$ cat src/rtl/bin_a_bcd_seq.sv
// Sequential binary-to-BCD converter (shift-add-3, one bit per clock) with
// overflow saturation to all nines and a leading-zero blanking mask.
module bin_a_bcd_seq #(
  parameter int BIN_W  = 14,
  parameter int DIGITS = 4
) (
  input  logic                  clk,
  input  logic                  rst_n,
  input  logic                  start,
  input  logic [BIN_W-1:0]      bin,
  output logic                  busy,
  output logic                  done,
  output logic [4*DIGITS-1:0]   bcd,
  output logic                  ovf,
  output logic [DIGITS-1:0]     blank
);

  localparam int BCD_W = 4 * DIGITS;
  localparam int CNT_W = $clog2(BIN_W + 1);
  localparam logic [DIGITS-1:0] BLANK_ZERO = ~DIGITS'(1);

  typedef enum logic {
    ST_IDLE,
    ST_SHIFT
  } state_t;

  state_t           r_state;
  logic [BIN_W-1:0] r_shift;
  logic [BCD_W-1:0] r_work;
  logic             r_ovf;
  logic [CNT_W-1:0] r_cnt;

  logic [BCD_W-1:0]  w_adj;
  logic [BCD_W-1:0]  w_shifted;
  logic [BCD_W-1:0]  w_nines;
  logic [BCD_W-1:0]  w_final;
  logic [DIGITS-1:0] w_blank;
  logic              w_ovf_now;
  logic              w_last;

  // Per-digit +3 adjust; each digit is at most 9 here, so the 4-bit add never wraps.
  for (genvar gi = 0; gi < DIGITS; gi++) begin : g_digit
    logic [3:0] w_digit;
    assign w_digit              = r_work[4*gi +: 4];
    assign w_adj[4*gi +: 4]     = (w_digit >= 4'd5) ? (w_digit + 4'd3) : w_digit;
    assign w_nines[4*gi +: 4]   = 4'd9;
  end

  assign w_shifted = {w_adj[BCD_W-2:0], r_shift[BIN_W-1]};
  assign w_ovf_now = r_ovf | w_adj[BCD_W-1];
  assign w_final   = w_ovf_now ? w_nines : w_shifted;
  assign w_last    = (r_cnt == CNT_W'(BIN_W - 1));

  // A digit is blanked when it and every digit above it are zero.
  for (genvar gi = 0; gi < DIGITS; gi++) begin : g_blank
    if (gi == 0) begin : g_lsd
      assign w_blank[gi] = 1'b0;
    end else begin : g_upper
      assign w_blank[gi] = ~|w_final[BCD_W-1:4*gi];
    end
  end

  always_ff @(posedge clk or negedge rst_n) begin
    if (!rst_n) begin
      r_state <= ST_IDLE;
      r_shift <= '0;
      r_work  <= '0;
      r_ovf   <= 1'b0;
      r_cnt   <= '0;
      busy    <= 1'b0;
      done    <= 1'b0;
      bcd     <= '0;
      ovf     <= 1'b0;
      blank   <= BLANK_ZERO;
    end else begin
      case (r_state)
        ST_IDLE: begin
          done <= 1'b0;
          if (start) begin
            r_shift <= bin;
            r_work  <= '0;
            r_ovf   <= 1'b0;
            r_cnt   <= '0;
            busy    <= 1'b1;
            r_state <= ST_SHIFT;
          end
        end
        ST_SHIFT: begin
          r_work  <= w_shifted;
          r_shift <= r_shift << 1;
          r_ovf   <= w_ovf_now;
          r_cnt   <= r_cnt + CNT_W'(1);
          if (w_last) begin
            bcd     <= w_final;
            ovf     <= w_ovf_now;
            blank   <= w_blank;
            done    <= 1'b1;
            busy    <= 1'b0;
            r_state <= ST_IDLE;
          end
        end
        default: r_state <= ST_IDLE;
      endcase
    end
  end

endmodule

$ cat config.mk
export PLATFORM = sky130hd
export DESIGN_NAME = bin_a_bcd_seq
export DESIGN_NICKNAME = d
export VERILOG_FILES = /design/src/rtl/bin_a_bcd_seq.sv
export SDC_FILE = /design/constraint.sdc
export NUM_CORES = 1
export LEC_CHECK = 0
export CAP_MARGIN = 20
export CORE_UTILIZATION = 61
export CTS_BUF_LIST = sky130_fd_sc_hd__clkbuf_8
export CTS_CLUSTER_DIAMETER = 150
export DETAILED_ROUTE_END_ITERATION = 8
export PLACE_DENSITY = 0.87
export SLEW_MARGIN = 10
export SYNTH_ARGS = -nofsm -noshare
export SYNTH_HDL_FRONTEND = slang
export SYNTH_SLANG_ARGS = --single-unit
$ cat constraint.sdc
create_clock -name clk -period 3.31 [get_ports clk]
set_input_delay 0.662 -clock clk [delete_from_list [all_inputs] [get_ports clk]]
set_output_delay 0.662 -clock clk [all_outputs]
set_load 0.02 [all_outputs]
==> results_dict.tcl, run 1 <==
set metrics [dict create \
    outcome "finished with violations" \
    violations "design-rule violations" \
    avgSynthCellArea_sq_um 9.68 \
    synth_seq_cells 58 \
    root_buffer "clkbuf_8" \
    vdd_ir_drop_max_mv 0.529 \
    area_growth_pct 23.2 \
    worstSetupPathType "flip-flop to flip-flop" \
    fin_crit_sh 0.760 \
    cts_tree "yes" \
    cts.clk_slew.worst_paths_ps 70 \
    r2r_start "r_work[12]$_DFFE_PN0P_" \
    crit_arrival_ps 2770 \
    clkLatencyLatePin_ps 340 \
    cp_num_buf_inv 1 \
    layout_commonest_cell "dfrtp_1" \
    seq_area_frac_synth 0.506 \
    synth-main-ff-cell "dfrtp_1" \
    synth_area_sq_mm 0.00288 \
    ios 40 \
    start_kind "flip-flop" \
    grt_pass1_vias 2282 \
    layout_common_cells "dfrtp_1 (55), nand2_1 (53), clkdlybuf4s50_1 (37)" \
    dr.pass1.iters 7 \
    gp_congestion 0.848 \
    cts.repair.resized 0 \
    required_ps 3570 \
    p_leak_nw 1.59 \
    initial_core_util 0.647 \
    path_max_fanout 11 \
    relSlewSlack 0.473 \
    switching_share 0.393 \
    period_needed_ps 2510 \
    maxCapViolCount 0 \
    ff2ff_path_depth 7 \
    drc 6 \
    drt-wirelength-per-cell_um 16.1 \
    power_density_mw_per_mm2 1060 \
    cp-end-kind "flip-flop" \
    ant_nets 0 \
    avgViaCountPerCell 6.00 \
    final_layout_size_suffix_gt1_frac 0.107 \
    combPwrFrac 0.430 \
    cp_slowest_stage_delay_ps 690 \
    ys_warn_count 0 \
    ctsLongestPathBuffers 2 \
    syn_nets 324 \
    grt_max_degree 51 \
    overflow 0 \
    pwr-share-clk 0.233 \
    slew_viol_final 0 \
    crit_family "compound AO/OA/AOI/OAI gates" \
    pwr-share-seq 0.337 \
    internal_power_w 0.00228 \
    io_buffers 38 \
    synth-edff-count 0 \
    setup_tns_ps 0 \
    netSwitchingPower_w 0.00148 \
    vias 2340 \
    path_depth 7 \
    postSynthCellCount 297 \
    nNetsFinal 360 \
    clock_sinks 58 \
    die_h_um 70.7 \
    ys_async_sr_fraction 1.00 \
    yosysUniqueCellTypes 46 \
    design.core.area_sq_mm 0.00444 \
    antenna_found_initial 0 \
    std_cell_rows 24 \
    cts_made_buffers 9 \
    cts_hold_buf 0 \
    finalClockSkew_ps 7.80 \
    r2r_slack_ps 800 \
    drt-initial-drc-count 211 \
    cp_cell_sequence "inv_1 -> ha_1 -> and2b_4 -> nor3_2 -> a211oi_2 -> o2111ai_1 -> o31ai_2" \
    diodes 0 \
    die_area_sq_mm 0.00499 \
    startpoint "r_work[12]$_DFFE_PN0P_" \
    setup_violations 0 \
    hold_viol 0 \
    tightest_slew_ps 790 \
    fmax_mhz 398 \
    cts.htree.levels 3 \
    rsz0062_at_grt "false" \
    slowest_stage "a211oi_2" \
    grt_pass1_wl_mm 10.8 \
    routed_wl_mm 6.27 \
    hp-class "input pin to asynchronous set/reset pin" \
    hpwl_mm 4.07 \
    timing.hold.ws_ps 263 \
    grt_use_total 0.285 \
    postCtsSetupBuffers 0 \
    fp.dieW_um 70.7 \
]
[sequential cells by signal, indices dropped and copies added (netlist names)]
signal / count
r_work: 16
blank: 3
bcd: 16
r_shift: 14
busy: 1
r_state: 1
done: 1
r_cnt: 4
ovf: 1
r_ovf: 1
[Yosys cell counts (4+ instances only)]
library cell	number	area, sq um
a21oi_1	10	50.1
nor2_1	19	71.3
a22o_1	6	52.6
o21ai_1	6	30.0
inv_1	13	48.8
xnor2_1	4	35.0
ha_1	10	125
o22ai_1	6	37.5
nand3_1	5	25.0
dfrtp_1	55	1380
mux2i_1	16	160
nand2_1	53	199
o21ai_0	24	120
a31oi_1	4	25.0
o31ai_1	8	60.1
buf_2	4	20.0
nand2b_1	5	31.3
clkbuf_1	11	41.3
[layer usage]
metal	global-route usage	up-vias	share of wire
met5	0	-	0
met4	0.147	0	0.022
met3	0.0698	17	0.049
met2	0.446	85	0.48
met1	0.376	1138	0.44
li1	-	1100	-
[through the flow]
stage | setup WS [ps] | power (W) | area [sq um] | util | instances
after floorplan | 1470 | 0.00234 | 2880 | - | 297
after global placement | 953 | 0.00277 | 3280 | 0.737 | 374
after detailed placement | 924 | 0.00284 | 3280 | 0.737 | 374
after CTS | 811 | 0.00375 | 3540 | 0.797 | 390
after global routing | 600 | 0.00400 | 3540 | 0.797 | 390
final | 796 | 0.00375 | 3540 | 0.797 | 390
[path summary, 6_finish.rpt]
kind,endpoint
max,blank[1]$_DFFE_PN1P_
min,bcd[11]$_DFFE_PN0P_
max reg2reg,blank[1]$_DFFE_PN1P_
min reg2reg,blank[3]$_DFFE_PN1P_
max in group asynchronous,blank[2]$_DFFE_PN1P_
min in group clk,blank[3]$_DFFE_PN1P_
[cell type report]
cell class / instances / area (sq um)
Clock inverter: 6 / 129
Sequential cell: 58 / 1460
Fill cell: 276 / 901
Multi-Input combinational cell: 208 / 1290
Tap cell: 52 / 65.1
Inverter: 13 / 48.8
Timing Repair Buffer: 43 / 413
Clock buffer: 10 / 138
[power by group through the flow]
stage / Clock [W] / Combinational [W] / Sequential [W]
2_1_floorplan: 0 / 0.00101 / 0.00132
3_3_place_gp: 0 / 0.00152 / 0.00125
3_5_place_dp: 0 / 0.00158 / 0.00126
4_1_cts: 0.000881 / 0.00161 / 0.00126
5_1_grt: 0.000912 / 0.00178 / 0.00131
6_report: 0.000877 / 0.00161 / 0.00127
[cells by family (layout without fill, tap and decap cells)]
| kind of cell | count (synthesis) | in the layout | share of synthesized area |
|---|---|---|---|
| adders and majority gates | 10 | 10 | 0.0435 |
| buffers and inverters | 31 | 72 | 0.0435 |
| other | 1 | 1 | 0.00130 |
| and+or+nand+nor | 97 | 97 | 0.151 |
| AOI/OAI and AO/OA | 79 | 79 | 0.184 |
| muxes | 16 | 16 | 0.0557 |
| DFF | 58 | 58 | 0.506 |
| xor gates and xnor gates | 5 | 5 | 0.0152 |
(Power assumes the default switching activity.)
==> run 2, diff against run 1 <==
Settings changed: CORE_UTILIZATION 61 to 51, PLACE_DENSITY 0.87 to 0.77.
Clock period 3.31 ns to 2.3 ns, I/O delays scaled along.
==> results_dict.tcl, run 2 (synthesis results as in run 1) <==
set metrics [dict create \
    combPwrFrac 0.452 \
    grt_use_met2 0.351 \
    ff2ff_path_depth 7 \
    drc 0 \
    tightest_slew_ps 611 \
    relSlewSlack 0.593 \
    cts.repair.resized 0 \
    internal_power_w 0.00300 \
    outcome "finished, final reports clean" \
    vdd_ir_drop_max_mv 0.636 \
    start_kind "flip-flop" \
    ff_latch_area_sq_mm 0.00146 \
    grtUsageMet3 0.0405 \
    overflow 0 \
    largestRegisters "bcd (16), r_work (16), r_shift (14)" \
    timing.hold.ws_ps 115 \
    multiInputGateArea_sq_mm 0.00129 \
    maxCapViolCount 0 \
    setup_tns_ps 0 \
    fin_crit_sh 0.910 \
    crit_arrival_ps 2340 \
    io_buffers 38 \
    std_cell_rows 26 \
    slew_viol_final 0 \
    cp-end-kind "flip-flop" \
    die_h_um 77.1 \
    netSwitchingPower_w 0.00204 \
    design.core.area_sq_mm 0.00527 \
    clkLatencyLatePin_ps 330 \
    area_growth_pct 23.3 \
    cts_tree "yes" \
    clock_sinks 58 \
    met1_usage 0.287 \
    fillerInstances 447 \
    grt_use_total 0.220 \
    cts.htree.levels 3 \
    required_ps 2540 \
    startpoint "r_work[12]$_DFFE_PN0P_" \
    root_buffer "clkbuf_8" \
    hold_viol 0 \
    final_layout_size_suffix_gt1_frac 0.120 \
    path_max_fanout 7 \
    grt_pass1_wl_mm 10.2 \
    layout_common_cells "dfrtp_1 (55), nand2_1 (53), clkdlybuf4s50_1 (37)" \
    vias 2268 \
    die_area_sq_mm 0.00594 \
    r2r_start "r_work[12]$_DFFE_PN0P_" \
    timing.rr.end "blank[1]$_DFFE_PN1P_" \
    drt-initial-drc-count 94 \
    grt_pass1_vias 2204 \
    postCtsSetupBuffers 0 \
    busiest_layer "met2" \
    pwr-share-clk 0.188 \
    fp.dieW_um 77.1 \
    nNetsFinal 364 \
    cts.clk_slew.worst_paths_ps 70 \
    grt_max_degree 36 \
    ant_nets 0 \
    dr.pass1.iters 4 \
    drt-wirelength-per-cell_um 14.5 \
    initial_core_util 0.546 \
    pwr-share-seq 0.360 \
    layout_commonest_cell "dfrtp_1" \
    ctsLongestPathBuffers 2 \
    p_leak_nw 1.58 \
    fmax_mhz 478 \
    antenna_found_initial 0 \
    gp_congestion 0.870 \
    hpwl_mm 4.29 \
    rsz0062_at_grt "false" \
    ios 40 \
    finalClockSkew_ps 6.60 \
    cts_hold_buf 0 \
    r2r_slack_ps 210 \
    avgViaCountPerCell 5.50 \
    routed_wl_mm 5.95 \
    switching_share 0.405 \
    worstSetupPathType "flip-flop to flip-flop" \
    hp-class "input pin to asynchronous set/reset pin" \
    period_needed_ps 2090 \
    setup_violations 0 \
    diodes 0 \
    cts_made_buffers 9 \
    power_density_mw_per_mm2 1420 \
]
==> run 2: critical path: stages, from the launching register on <==
cell	delay, ps
dfrtp_1	470
inv_1	90
ha_1	220
and2b_4	200
nor3_2	60
a211oi_2	440
o2111ai_1	250
o31ai_2	270
==> run 2: power groups by stage <==
| stage | clock network, W | logic, W | registers [W] |
|---|---|---|---|
| 3_3_place_gp | 0 | 0.00221 | 0.00181 |
| 5_1_grt | 0.00101 | 0.00255 | 0.00188 |
| 3_5_place_dp | 0 | 0.00228 | 0.00183 |
| 6_report | 0.000948 | 0.00228 | 0.00181 |
| 2_1_floorplan | 0 | 0.00146 | 0.00191 |
| 4_1_cts | 0.000972 | 0.00230 | 0.00181 |
==> run 2: metal layers <==
| metal | vias up | wire length [um] |
|---|---|---|
| met5 | - | 0 |
| met3 | 13 | 274 |
| li1 | 1113 | - |
| met1 | 1074 | 2740 |
| met2 | 68 | 2830 |
| met4 | 0 | 107 |
==> run 2: final cells by class <==
cell class / count / area share
multi-input cells: 208 / 0.365
clock inverters: 5 / 0.0148
clock buffers: 11 / 0.0427
inverters: 13 / 0.0138
repair buffers: 47 / 0.128
well taps: 70 / 0.0247
flip-flops and latches: 58 / 0.410
==> run 2: worst max path at each step <==
stage	slack, ps	cells past startpoint	to
floorplan	460	7	blank[1]$_DFFE_PN1P_
global placement	310	7	blank[1]$_DFFE_PN1P_
detailed placement	230	7	blank[1]$_DFFE_PN1P_
CTS	210	7	blank[1]$_DFFE_PN1P_
global route	60	7	blank[1]$_DFFE_PN1P_
finish	210	7	blank[1]$_DFFE_PN1P_
==> run 2: per-stage QoR <==
step	setup WS, ps	cell area, sq um	power [W]	instances	util
after floorplan	459	2880	0.00337	297	-
after global routing	57.6	3550	0.00545	412	0.673
after global placement	314	3340	0.00402	396	0.634
after CTS	210	3550	0.00508	412	0.673
final	206	3550	0.00504	412	0.673
after detailed placement	230	3340	0.00411	396	0.634
==> run 3, diff against run 2 <==
Settings changed: CAP_MARGIN 20 to 0, CORE_UTILIZATION 51 to 45, PLACE_DENSITY 0.77 to 0.69.
==> results_dict.tcl, run 3 (synthesis results as in run 1) <==
set metrics [dict create \
    drt-wirelength-per-cell_um 14.2 \
    drc 0 \
    final_layout_size_suffix_gt1_frac 0.111 \
    overflow 0 \
    cts_hold_buf 0 \
    cts_tree "yes" \
    vias 2242 \
    start_kind "flip-flop" \
    diodes 0 \
    ant_nets 0 \
    cts.clk_slew.worst_paths_ps 70 \
    slew_viol_final 0 \
    grt_pass1_wl_mm 9.79 \
    tightest_slew_ps 578 \
    outcome "finished, final reports clean" \
    antenna_found_initial 0 \
    design.core.area_sq_mm 0.00603 \
    nNetsFinal 363 \
    fp.dieW_um 81.9 \
    drt-initial-drc-count 128 \
    path_max_fanout 8 \
    fin_ws_ps 193 \
    clock_sinks 58 \
    avgViaCountPerCell 5.39 \
    postCtsSetupBuffers 0 \
    routed_wl_mm 5.90 \
    fmax_mhz 475 \
    cts_made_buffers 9 \
    r2r_start "r_work[12]$_DFFE_PN0P_" \
    grt_pass1_vias 2043 \
    largestRegisters "bcd (16), r_work (16), r_shift (14)" \
    dr.pass1.iters 4 \
    ff2ff_path_depth 7 \
    initial_core_util 0.477 \
    hold_viol 0 \
    root_buffer "clkbuf_8" \
    timing.rr.end "blank[1]$_DFFE_PN1P_" \
    area_growth_pct 22.2 \
    hp-class "input pin to asynchronous set/reset pin" \
    layout_common_cells "dfrtp_1 (55), nand2_1 (53), clkdlybuf4s50_1 (37)" \
    hpwl_mm 4.13 \
    maxCapViolCount 0 \
    cp-endpoint "blank[1]$_DFFE_PN1P_" \
    die_area_sq_mm 0.00671 \
    setup_violations 0 \
    fillerInstances 545 \
    fin_crit_sh 0.916 \
    ios 40 \
    relSlewSlack 0.614 \
    r2r_slack_ps 190 \
    cts.htree.levels 3 \
    grt_max_degree 35 \
    std_cell_rows 28 \
    rsz0062_at_grt "false" \
    crit_arrival_ps 2350 \
    layout_commonest_cell "dfrtp_1" \
    ctsLongestPathBuffers 2 \
    gp_congestion 0.833 \
    worstSetupPathType "flip-flop to flip-flop" \
    period_needed_ps 2110 \
    final_area_sq_mm 0.00351 \
    power_density_mw_per_mm2 1390 \
    die_h_um 81.9 \
    required_ps 2540 \
    finalClockSkew_ps 11.8 \
    pre_cts_slack_ps 223 \
    grt_use_total 0.199 \
    cts.repair.resized 0 \
    p_leak_nw 1.57 \
    cp-end-kind "flip-flop" \
    startpoint "r_work[12]$_DFFE_PN0P_" \
    vdd_ir_drop_max_mv 0.618 \
    setup_tns_ps 0 \
    placed_area_sq_mm 0.00334 \
    clkLatencyLatePin_ps 340 \
    io_buffers 38 \
]
run 3: cell count changes in the layout (fill, tap and decap cells not counted), sizes merged:
cell	delta
bufinv	-1
inv	+2
clkinvlp	-1
buf	-1
run 3: report_power, final:
group | total (W) | switching (W) | internal, W
registers | 0.00182 | 0.000373 | 0.00144
logic | 0.00227 | 0.00126 | 0.00101
clock network | 0.000815 | 0.000379 | 0.000436
total | 0.00490 | 0.00201 | 0.00289
run 3: worst min-delay path by stage:
stage	from	to	slack, ps	depth (start not counted)
2_1_floorplan	rst_n	bcd[0]$_DFFE_PN0P_	160	0
3_3_place_gp	bcd[7]$_DFFE_PN0P_	bcd[7]$_DFFE_PN0P_	450	2
3_5_place_dp	bcd[7]$_DFFE_PN0P_	bcd[7]$_DFFE_PN0P_	460	2
4_1_cts	rst_n	r_work[1]$_DFFE_PN0P_	130	1
5_1_grt	rst_n	bcd[1]$_DFFE_PN0P_	150	1
6_report	rst_n	r_work[1]$_DFFE_PN0P_	120	1
run 3: through the flow:
step,total power [W],util,hold WS (ps),std cells
finish,0.00490,0.583,121,416
global route,0.00531,0.583,147,416
CTS,0.00494,0.583,127,416
detailed placement,0.00411,0.554,456,400
global placement,0.00404,0.554,449,400
floorplan,0.00337,-,164,297
run 3: cell type report:
class                      instances  area (sq um)  share of cell area
sequential                        58          1460               0.414
inverter                          13          48.8              0.0139
timing repair buffer              46           448               0.127
clock inverter                     5          22.5             0.00641
tap                               75          93.8              0.0267
clock buffer                      11           151              0.0431
multi-input combinational        208          1290               0.368
run 3: critical path, cell delays in order, from the launching register on:
cell	delay, ps
dfrtp_1	470
inv_1	100
ha_1	220
and2b_4	200
nor3_2	50
a211oi_2	460
o2111ai_1	250
o31ai_2	260
run 3: layer usage:
layer	wire, um	GRT usage	vias to the layer above	share of wire
met3	258	0.0678	7	0.044
met4	63	0.0526	0	0.011
met1	2750	0.252	1069	0.47
met5	0	0	-	0
met2	2830	0.325	54	0.48
li1	-	-	1112	-
